$ cat src/rtl/toggle_cov_pkg.sv
// Shared types for the toggle coverage event path: cover index width/type and
// a helper sizing the bit-position field of the per-bit priority encoder.
package toggle_cov_pkg;

    localparam int COV_IDX_W = 64;

    typedef logic [COV_IDX_W-1:0] cov_idx_t;

    function automatic int idx_width(input int n);
        return (n > 1) ? $clog2(n) : 1;
    endfunction

endpackage

$ cat src/rtl/toggle_pick_lowest.sv
// Combinational priority encoder: reports whether any request bit is set and
// the position of the lowest set bit.
module toggle_pick_lowest
    import toggle_cov_pkg::*;
#(
    parameter int WIDTH = 32,
    parameter int IDX_W = idx_width(WIDTH)
) (
    input  logic [WIDTH-1:0] req_i,
    output logic             found_o,
    output logic [IDX_W-1:0] idx_o
);

    // Scan from the top down so the lowest set bit is the last one written.
    always_comb begin
        found_o = 1'b0;
        idx_o   = '0;
        for (int i = WIDTH - 1; i >= 0; i--) begin
            if (req_i[i]) begin
                found_o = 1'b1;
                idx_o   = IDX_W'(i);
            end
        end
    end

endmodule

$ cat src/rtl/toggle_event_source.sv
// Per-bit toggle tracker emitting one cover event per fully toggled bit.
// Optional macro TOGGLE_REARM_EN adds the rearm input that restarts tracking.
module toggle_event_source
    import toggle_cov_pkg::*;
#(
    parameter int          WIDTH      = 32,
    parameter int unsigned COVER_BASE = 0
) (
    input  logic             gbl_clk,
    input  logic             reset,
`ifdef TOGGLE_REARM_EN
    input  logic             rearm,
`endif
    input  logic             sample_en,
    input  logic [WIDTH-1:0] sig,
    output logic             cov_valid,
    input  logic             cov_ready,
    output cov_idx_t         cov_index,
    output logic             all_done
);

    localparam int IDX_W = idx_width(WIDTH);

    logic [WIDTH-1:0] prev_q, prev_d;
    logic             prev_ok_q, prev_ok_d;
    logic [WIDTH-1:0] rise_q, rise_d;
    logic [WIDTH-1:0] fall_q, fall_d;
    logic [WIDTH-1:0] pending_q, pending_d;
    logic             cov_valid_q, cov_valid_d;
    cov_idx_t         cov_index_q, cov_index_d;
    logic             all_done_q, all_done_d;

    logic             sample_take;
    logic             rearm_now;
    logic [WIDTH-1:0] done_q;
    logic [WIDTH-1:0] completed;
    logic             load;
    logic             pick_found;
    logic [IDX_W-1:0] pick_idx;

`ifdef TOGGLE_REARM_EN
    assign rearm_now = rearm;
`else
    assign rearm_now = 1'b0;
`endif

    // A sample coinciding with rearm is discarded entirely.
    assign sample_take = sample_en & ~rearm_now;
    assign done_q      = rise_q & fall_q;

    always_comb begin
        prev_d    = prev_q;
        prev_ok_d = prev_ok_q;
        rise_d    = rise_q;
        fall_d    = fall_q;
        if (sample_take) begin
            if (prev_ok_q) begin
                rise_d = rise_q | (~prev_q & sig);
                fall_d = fall_q | (prev_q & ~sig);
            end
            prev_d    = sig;
            prev_ok_d = 1'b1;
        end
        if (rearm_now) begin
            rise_d = '0;
            fall_d = '0;
        end
    end

    assign completed  = (rise_d & fall_d) & ~done_q;
    assign all_done_d = rearm_now ? 1'b0 : &done_q;

    toggle_pick_lowest #(
        .WIDTH (WIDTH),
        .IDX_W (IDX_W)
    ) u_pick (
        .req_i   (pending_q),
        .found_o (pick_found),
        .idx_o   (pick_idx)
    );

    // cov_valid/cov_ready: an event transfers on an edge where both are high;
    // while valid is high and ready low the index holds; ready alone is ignored.
    assign load = ~cov_valid_q | cov_ready;

    always_comb begin
        pending_d   = pending_q;
        cov_valid_d = cov_valid_q;
        cov_index_d = cov_index_q;
        if (load) begin
            cov_valid_d = pick_found;
            if (pick_found) begin
                cov_index_d = cov_idx_t'(COVER_BASE) + cov_idx_t'(pick_idx);
                for (int i = 0; i < WIDTH; i++) begin
                    if (pick_idx == IDX_W'(i)) begin
                        pending_d[i] = 1'b0;
                    end
                end
            end
        end
        // New completions are merged after the clear so none can be lost.
        pending_d = pending_d | completed;
    end

    always_ff @(posedge gbl_clk) begin
        if (!reset) begin
            prev_q      <= '0;
            prev_ok_q   <= 1'b0;
            rise_q      <= '0;
            fall_q      <= '0;
            pending_q   <= '0;
            cov_valid_q <= 1'b0;
            cov_index_q <= '0;
            all_done_q  <= 1'b0;
        end else begin
            prev_q      <= prev_d;
            prev_ok_q   <= prev_ok_d;
            rise_q      <= rise_d;
            fall_q      <= fall_d;
            pending_q   <= pending_d;
            cov_valid_q <= cov_valid_d;
            cov_index_q <= cov_index_d;
            all_done_q  <= all_done_d;
        end
    end

    assign cov_valid = cov_valid_q;
    assign cov_index = cov_index_q;
    assign all_done  = all_done_q;

endmodule

$ cat config.mk
export PLATFORM = sky130hd
export DESIGN_NAME = toggle_event_source
export DESIGN_NICKNAME = d
export VERILOG_FILES = /design/src/rtl/toggle_cov_pkg.sv /design/src/rtl/toggle_pick_lowest.sv /design/src/rtl/toggle_event_source.sv
export SDC_FILE = /design/constraint.sdc
export NUM_CORES = 1
export LEC_CHECK = 0
export ABC_AREA = 1
export CORE_ASPECT_RATIO = 1.1
export CORE_MARGIN = 5
export CORE_UTILIZATION = 35
export DETAILED_ROUTE_END_ITERATION = 8
export GPL_ROUTABILITY_DRIVEN = 1
export SYNTH_ARGS = -nofsm -noshare
export SYNTH_HDL_FRONTEND = slang
export SYNTH_HIERARCHICAL = 1
export SYNTH_SLANG_ARGS = --single-unit
$ cat constraint.sdc
create_clock -name gbl_clk -period 4.86 [get_ports gbl_clk]
set_input_delay 0.972 -clock gbl_clk [delete_from_list [all_inputs] [get_ports gbl_clk]]
set_output_delay 0.972 -clock gbl_clk [all_outputs]
set_load 0.005 [all_outputs]
# Word level (Yosys, flattened, before mapping)

Index checks and enable logic that the tools add are counted.

Bits in registers: 136
Input port bits: 36
Output and inout port bits: 66
Word-level logic and storage cells: 157

Equal/unequal tests: 31
Muxes and demuxes: 102
Bitwise operators: 13
Reductions and logical operators: 3

Operators by type and width:

| cell                                          | count |
|---|---|
| two-way mux 32 bit                            | 6 |
| bitwise AND 32 bit                            | 5 |
| two-way mux 5 bit                             | 32 |
| inverter 32 bit                               | 3 |
| bitwise OR 32 bit                             | 3 |
| == test 5 bit, second input constant          | 16 |
| two-way mux 1 bit                             | 64 |
| == test 5 x 4 -> 1 bit, second input constant | 8 |
| AND reduction 32 bit                          | 1 |
| == test 5 x 3 -> 1 bit, second input constant | 4 |
| == test 5 x 2 -> 1 bit, second input constant | 2 |
| == test 5 x 1 -> 1 bit, second input constant | 1 |
| logical NOT 5 bit                             | 1 |
| AND reduction 2 bit                           | 1 |
| inverter 1 bit                                | 1 |
| bitwise OR 1 bit                              | 1 |

# Longest topological paths before layout

Gate-level depths: netlist of run 1.

Depth in word-level cells: 37
Gate-level depth with buffers: 37
Gate-level depth less buffers: 37

# Modules after synthesis

The synthesis of run 1 kept the hierarchy.

By module, submodules not included:

| module              | instances | cells an instance | area each (sq um) | sequential area each (sq um) |
|---|---|---|---|---|
| toggle_event_source | 1         | 844               | 6085.8            | 2722.6 |
| toggle_pick_lowest  | 1         | 107               | 442.9             | 0.0 |

# Worst setup path before layout of run 1

No wires, ideal clock.

Path type: register -> register
From: register pending_q[29]
To: register pending_q[3]
Library setup time: 113 ps
Data arrival time: 2117 ps
Data required time: 4747 ps
Path slack: 2630 ps
Cell stages (with the launch flop): 36
Buffers on the path: 0
Period minus slack after synthesis: 2230 ps
Cell sequence: dfxtp_1 inv_1 nand2_1 nand2_1 nand2_1 nand2_1 nand2_1 nand2_1 nand2_1 nand2_1 nand2_1 nand2_1 nand2_1 nand2_1 nand2_1 nand2_1 nand2_1 nand2_1 nand2_1 nand2_1 nand2_1 nand2_1 nand2_1 nand2_1 nand2_1 nand2_1 nand2_1 nand2_1 nand2_1 nand2_1 a21oi_2 nand2_1 nor2_1 nand2_1 nand3_1 nand2_1

Longest elaborated chain between the ends: 35
Elaborated cells on any way between the ends: 65
Those cells by class: eq/ne: 1; mux: 63; bitwise: 1

Ends and longest elaborated chain:

| element                          | RTL line                   | RTL |
|---|---|---|
| from (decl)                      | toggle_event_source.sv:28  | `logic [WIDTH-1:0] pending_q, pending_d;` |
| from (signal assigned)           | toggle_event_source.sv:120 | `pending_q <= pending_d;` |
| two-way mux 5 bit (30 in series) | toggle_pick_lowest.sv:19   | `if (req_i[i]) begin` |
| named net pick_idx[0]            | toggle_event_source.sv:39  | `logic [IDX_W-1:0] pick_idx;` |
| == test 5 x 2 -> 1 bit           | toggle_event_source.sv:95  | `if (pick_idx == IDX_W'(i)) begin` |
| two-way mux 1 bit                | toggle_event_source.sv:95  |  |
| two-way mux 32 bit               | toggle_event_source.sv:92  | `if (pick_found) begin` |
| two-way mux 32 bit               | toggle_event_source.sv:90  | `if (load) begin` |
| bitwise OR 32 bit                | toggle_event_source.sv:102 | `pending_d = pending_d \| completed;` |

The timed path passes the listed nets, and every way through them passes these cells.
A chain may end at the register's enable or synchronous reset.

# Worst setup path in the final report of run 1

From: register pending_q[30]
To: register pending_q[22]

Longest elaborated chain between the ends: 36
Elaborated cells on any way between the ends: 67
Those cells by class: eq/ne: 1; mux: 65; bitwise: 1

Ends and longest elaborated chain:

| element                          | RTL line |
|---|---|
| two-way mux 5 bit (31 in series) | toggle_pick_lowest.sv:19 |
| named net pick_idx[0]            | toggle_event_source.sv:39 |
| == test 5 bit                    | toggle_event_source.sv:95 |
| two-way mux 1 bit                | toggle_event_source.sv:95 |
| two-way mux 32 bit               | toggle_event_source.sv:92 |
| two-way mux 32 bit               | toggle_event_source.sv:90 |
| bitwise OR 32 bit                | toggle_event_source.sv:102 |

The timed path passes the listed nets, and every way through them passes these cells.

==> results of run 1 <==
cell families after synthesis:
kind of cell / after synthesis / share of synthesized area [%]
AOI/OAI and AO/OA: 148 / 13.2
buffers and inverters: 253 / 18.5
and+or+nand+nor: 413 / 26.6
other: 1 / 0.0574
DFF: 136 / 41.7
synthesized netlist by cell type, drive strengths merged:
cell	instances	area share, %
inv	161	9.3
clkinv	1	0.077
o21ai	38	2.9
nor4	3	0.29
a211oi	1	0.12
conb	1	0.057
a21oi	73	6.1
o21bai	33	3.8
a311oi	1	0.13
nand2	221	13
nand4	23	2.2
dfxtp	136	42
a31oi	1	0.096
nor3	3	0.23
clkbuf	14	0.80
buf	77	8.3
nand3	68	5.2
o31ai	1	0.12
nor2	95	5.5
area by class of cell:
cell class	count	area [um^2]	area share [%]
Multi-Input combinational cell	620	2820	37.8
Sequential cell	136	2720	36.5
Inverter	162	609	8.16
Clock buffer	21	460	6.17
Timing Repair Buffer	47	448	6.00
Tap cell	243	304	4.07
Clock inverter	9	101	1.36
registers in the layout (all words and copies together) (netlist names):
| register | cells |
|---|---|
| all_done | 1 |
| cov_index | 5 |
| cov_valid | 1 |
| fall_q | 32 |
| pending_q | 32 |
| prev_ok_q | 1 |
| prev_q | 32 |
| rise_q | 32 |
how the worst max path moves through the flow:
stage | from | endpoint | slack, ns | cells after the start
after floorplan | pending_q[29] | pending_q[3] | 2.63 | 35
after global routing | pending_q[30] | pending_q[10] | 1.76 | 37
after global placement | reset | prev_q[25] | 2.10 | 5
after detailed placement | reset | prev_q[25] | 2.06 | 5
after CTS | pending_q[30] | pending_q[6] | 2.12 | 37
final | pending_q[30] | pending_q[22] | 2.10 | 37
metrics by stage:
stage,util (%),instance area (um^2),std cells,setup slack (ns)
floorplan,-,6750,1009,2.63
global placement,37.6,6900,1208,2.10
detailed placement,37.6,6900,1208,2.06
CTS,40.7,7460,1238,2.12
global route,40.7,7460,1238,1.76
finish,40.7,7460,1238,2.10
power by group through the flow:
stage                     Sequential, mW  Combinational [mW]  Clock (mW)
after floorplan                     1.21               0.204           0
after global placement              1.21               0.251           0
after detailed placement            1.21               0.254           0
after CTS                           1.19               0.255        1.27
after global routing                1.19               0.292        1.33
final                               1.19               0.252        1.24
worst max-delay path, delay by kind of cell, from the launching register on:
kind	cells	cell delay (ns)
buffers and inverters	2	0.14
AND/OR/NAND/NOR	34	2.12
AO/OA/AOI/OAI	1	0.07
flip-flops	1	0.34
per-layer routing:
layer / vias to the layer above / GRT usage [%] / share of wire [%]
li1: 2922 / - / -
met1: 2434 / 17.4 / 46
met2: 103 / 23.4 / 49
met3: 15 / 3.31 / 4.3
met4: 0 / 4.43 / 1.2
met5: - / 0 / 0
placed cells by master, fill, tap and decap left out:
master and n:
a211oi_1 1, a21oi_1 65, a21oi_2 8, a311oi_1 1
a31oi_1 1, buf_2 2, buf_4 5, bufinv_16 2
clkbuf_1 2, clkbuf_16 17, clkbuf_8 2, clkdlybuf4s50_1 40
clkinv_2 6, clkinv_4 1, clkinvlp_4 1, conb_1 59
dfxtp_1 136, inv_1 157, inv_2 4, nand2_1 213
nand2_2 7, nand2_4 1, nand3_1 68, nand4_1 23
nor2_1 93, nor2_2 2, nor3_1 3, nor4_1 3
o21ai_0 37, o21ai_1 1, o21bai_1 33, o31ai_1 1
==> impl_metrics.tcl, run 1 <==
set metrics [dict create \
    grt.overflow.total 0 \
    cp_common_cell "nand2_1" \
    dp_hpwl_um 10400 \
    grt_start_max_net_pins 67 \
    htreeDepth 4 \
    synth_cells 951 \
    setup_viol_count_final 0 \
    nets 1020 \
    synth_area_mm2 0.00653 \
    fp.coreArea_mm2 0.0183 \
    critPathSlowestCell "dfxtp_1" \
    row_count 52 \
    reg2reg_slack_ns 2.10 \
    slowest_delay_ns 0.34 \
    switching_share_pct 24.3 \
    grt_use_total_pct 13.9 \
    hold_depth 2 \
    r2r_cells 37 \
    wire_per_inst_um 11.7 \
    clk_latency_ns 0.42 \
    reg2reg_from "pending_q[30]" \
    cp.arrival_ns 3.07 \
    maxSlewViolCount 0 \
    setup_tns_ns 0 \
    drv_cap 0 \
    min_period_ns 2.76 \
    detail-route-antenna-nets 0 \
    power.switching_uw 650 \
    skew_ns 0.00991 \
    io_buffers 42 \
    initial_utilization_pct 35.6 \
    antennaDiodeCount 0 \
    drt_wl_total_um 14400 \
    syn_to_final_growth_pct 14.3 \
    postCtsSetupRepairBufs 0 \
    hold_start "rise_q[9]" \
    leakagePower_nw 3.28 \
    cts_sinks 136 \
    worst_setup_path_start_kind "flop" \
    die_h_um 153 \
    syn_area_per_cell_um2 6.87 \
    ir_drop_mv 0.227 \
    cts_root_buf "clkbuf_16" \
    combPwrFrac_pct 9.4 \
    synth_seq_cells 136 \
    ys_seq_area_share_pct 41.7 \
    total_power_mw 2.68 \
    status "finished, final reports clean" \
    vias 5474 \
    clkTransAtPathRegs_ns 0.06 \
    path_class "reg -> reg" \
    clock.fmax_ghz 0.363 \
    antenna_found_initial 0 \
    internal_power_mw 2.03 \
    post-route-drc-count 0 \
    cellPowerDensity_mw_per_mm2 359 \
    end_kind "flop" \
    hold_class "reg -> reg" \
    synth.distinct_cells 28 \
    cts_made_buffers 17 \
    grt_pass1_vias 5214 \
    vias_per_cell 4.42 \
    whs_endpoint "rise_q[9]" \
    die_w_um 140 \
    drive_above_1_share_pct 5.83 \
    gp_congestion 0.844 \
    cts_tree "done" \
    firstDrtPassIters 4 \
    dieArea_mm2 0.0215 \
    slew_headroom_pct 31.2 \
    grt_setup_unrepaired "no" \
    hold_viol 0 \
    cts_resized 0 \
    yosysWarnings 6 \
    finalCritPeriodShare_pct 56.8 \
    grt_first_pass_wirelength_um 24600 \
    cts_hold_buf 0 \
    clockPowerShare_pct 46.2 \
    crit_fanout 4 \
    fill_cells 1948 \
    hold_ws_ns 0.469 \
    drt_iter0_drc 240 \
    cts_buffer_depth 2 \
    critPathRequiredTime_ns 5.17 \
    p_seq_share_pct 44.4 \
    ios 102 \
    tightest_slew_ns 1.03 \
    r2r_end "pending_q[22]" \
]
(Power assumes the default switching activity.)
==> run 2, diff against run 1 <==
- clock period: 4.86 -> 2.9 ns (I/O delays scaled with it)
==> run 2 against run 1 <==
  * Non-clock buffer count increased by 4
  * Cell area increased by 3.6%
  * Core utilization increased by 1.5 points
  * Flip-flop and latch count unchanged
  * Hold slack improved by 0.0019 ns
  * Wire length increased by 3.2%
==> impl_metrics.tcl, run 2 (synthesis results as in run 1) <==
set metrics [dict create \
    reg2reg_from "pending_q[30]" \
    grt_use_met2_pct 23.0 \
    cpLargestDelayFamily "simple AND/OR/NAND/NOR gates" \
    critPathBufInv 1 \
    antennaDiodeCount 0 \
    htreeDepth 4 \
    grt_start_max_net_pins 94 \
    whs_endpoint "rise_q[3]" \
    finalNonFillerCells 1244 \
    io_buffers 42 \
    final_area_mm2 0.00773 \
    drv_cap 0 \
    hold_viol 0 \
    drt_wl_total_um 14900 \
    reg2reg_slack_ns 0.29 \
    worst_setup_path_start_kind "flop" \
    grt_first_pass_wirelength_um 24400 \
    fill_cells 1949 \
    fin_ws_ns 0.293 \
    cellPowerDensity_mw_per_mm2 629 \
    final_common_cell "nand2_1" \
    path_class "reg -> reg" \
    p_seq_share_pct 40.9 \
    syn_to_final_growth_pct 18.4 \
    row_count 52 \
    dp_hpwl_um 10500 \
    hold_start "rise_q[3]" \
    status "finished, final reports clean" \
    multi_input_area_mm2 0.00292 \
    skew_ns 0.00923 \
    grt.busiest_layer "met2" \
    cts_hold_buf 0 \
    grt.overflow.total 0 \
    finalCritPeriodShare_pct 89.9 \
    hold_ws_ns 0.471 \
    clock.fmax_ghz 0.384 \
    cp_common_cell "nand2_1" \
    tightest_slew_ns 0.616 \
    switching_share_pct 23.5 \
    dieArea_mm2 0.0215 \
    drive_above_1_share_pct 9.39 \
    r2r_end "pending_q[31]" \
    hold_class "reg -> reg" \
    cts_buffer_depth 2 \
    power.switching_mw 1.14 \
    antenna_found_initial 0 \
    ir_drop_mv 0.409 \
    detail-route-antenna-nets 0 \
    ios 102 \
    drt_iter0_drc 316 \
    grt_use_met3_pct 3.53 \
    slowest_delay_ns 0.32 \
    r2r_cells 36 \
    post-place-cells 1211 \
    dp_slack_ns 0.272 \
    cts_tree "done" \
    clockPowerShare_pct 49.4 \
    firstDrtPassIters 4 \
    crit_fanout 4 \
    postPlaceCellArea_mm2 0.00695 \
    end_kind "flop" \
    critPathSlowestCell "dfxtp_2" \
    slew_headroom_pct 58.9 \
    mostFrequentLayoutCells "207 x nand2_1, 154 x inv_1, 133 x dfxtp_1" \
    combPwrFrac_pct 9.7 \
    grt_pass1_vias 5100 \
    clkTransAtPathRegs_ns 0.05 \
    maxSlewViolCount 0 \
    wire_per_inst_um 12.0 \
    cts_root_buf "clkbuf_16" \
    grt_setup_unrepaired "yes" \
    die_h_um 153 \
    path_depth 36 \
    grt_use_total_pct 13.8 \
    postLayoutCoreUtil_pct 42.1 \
    vias_per_cell 4.39 \
    fp.coreArea_mm2 0.0183 \
    cts_made_buffers 17 \
    gp_congestion 0.889 \
    initial_utilization_pct 35.6 \
    setup_viol_count_final 0 \
    internal_power_mw 3.72 \
    critPathRequiredTime_ns 3.20 \
    min_period_ns 2.61 \
    cts_sinks 136 \
    vias 5467 \
    clk_latency_ns 0.42 \
    die_w_um 140 \
    regArea_mm2 0.00273 \
    nets 1024 \
    leakagePower_nw 3.38 \
    cp.arrival_ns 2.91 \
    post-route-drc-count 0 \
    hold_depth 2 \
    met1_usage_pct 17.6 \
]
-- run 2: cell count changes in the layout (fill, tap and decap cells not counted), moves of 4 or more --
cell	before	now
nor2_1	93	78
nor2_2	2	14
nand2_1	213	207
nand2_4	1	5
-- run 2: stage by stage --
| step | power, mW | setup TNS [ns] |
|---|---|---|
| 2_1_floorplan | 2.36 | 0 |
| 3_3_place_gp | 2.47 | 0 |
| 3_5_place_dp | 2.47 | 0 |
| 4_1_cts | 4.88 | 0 |
| 5_1_grt | 5.06 | -0.0200 |
| 6_report | 4.86 | 0 |
-- run 2: worst min-delay path, stage by stage (launching register included) --
cell and delay, ns:
dfxtp_1 0.31, inv_1 0.06, a21oi_2 0.06
-- run 2: repair_timing --
item / 4_1_cts / 5_1_grt
setup endpoints to repair: 0 / 26
buffers inserted: 0 / 1
gates resized for setup: 0 / 38
-- run 2: final cells by class --
type                    count  area share, %
multi-input cells         620           37.8
well taps                 243           3.93
flip-flops and latches    136           35.3
inverters                 162           7.91
repair buffers             51           6.50
clock inverters            11           2.49
clock buffers              21           6.08
-- run 2: power groups by stage --
stage / logic, mW / clock network (mW) / registers, mW
floorplan: 0.342 / 0 / 2.02
global placement: 0.439 / 0 / 2.03
detailed placement: 0.441 / 0 / 2.03
CTS: 0.442 / 2.45 / 1.99
global route: 0.532 / 2.53 / 2.00
finish: 0.471 / 2.40 / 1.99
-- run 2: worst max-delay path by stage --
stage,startpoint,to,slack (ns)
5_1_grt,pending_q[30],pending_q[27],-0.007
3_3_place_gp,pending_q[30],pending_q[28],0.22
4_1_cts,pending_q[30],pending_q[28],0.24
3_5_place_dp,pending_q[30],pending_q[28],0.27
6_report,pending_q[30],pending_q[31],0.29
2_1_floorplan,pending_q[29],pending_q[3],0.67
-- run 2: per-layer routing --
layer  vias to the layer above  routed length (um)  part of all wire (%)
met4                         0                 161                   1.1
met3                        12                 581                   3.9
li1                       2929                   -                     -
met5                         -                   0                     0
met2                        97                7060                    47
met1                      2429                7090                    48
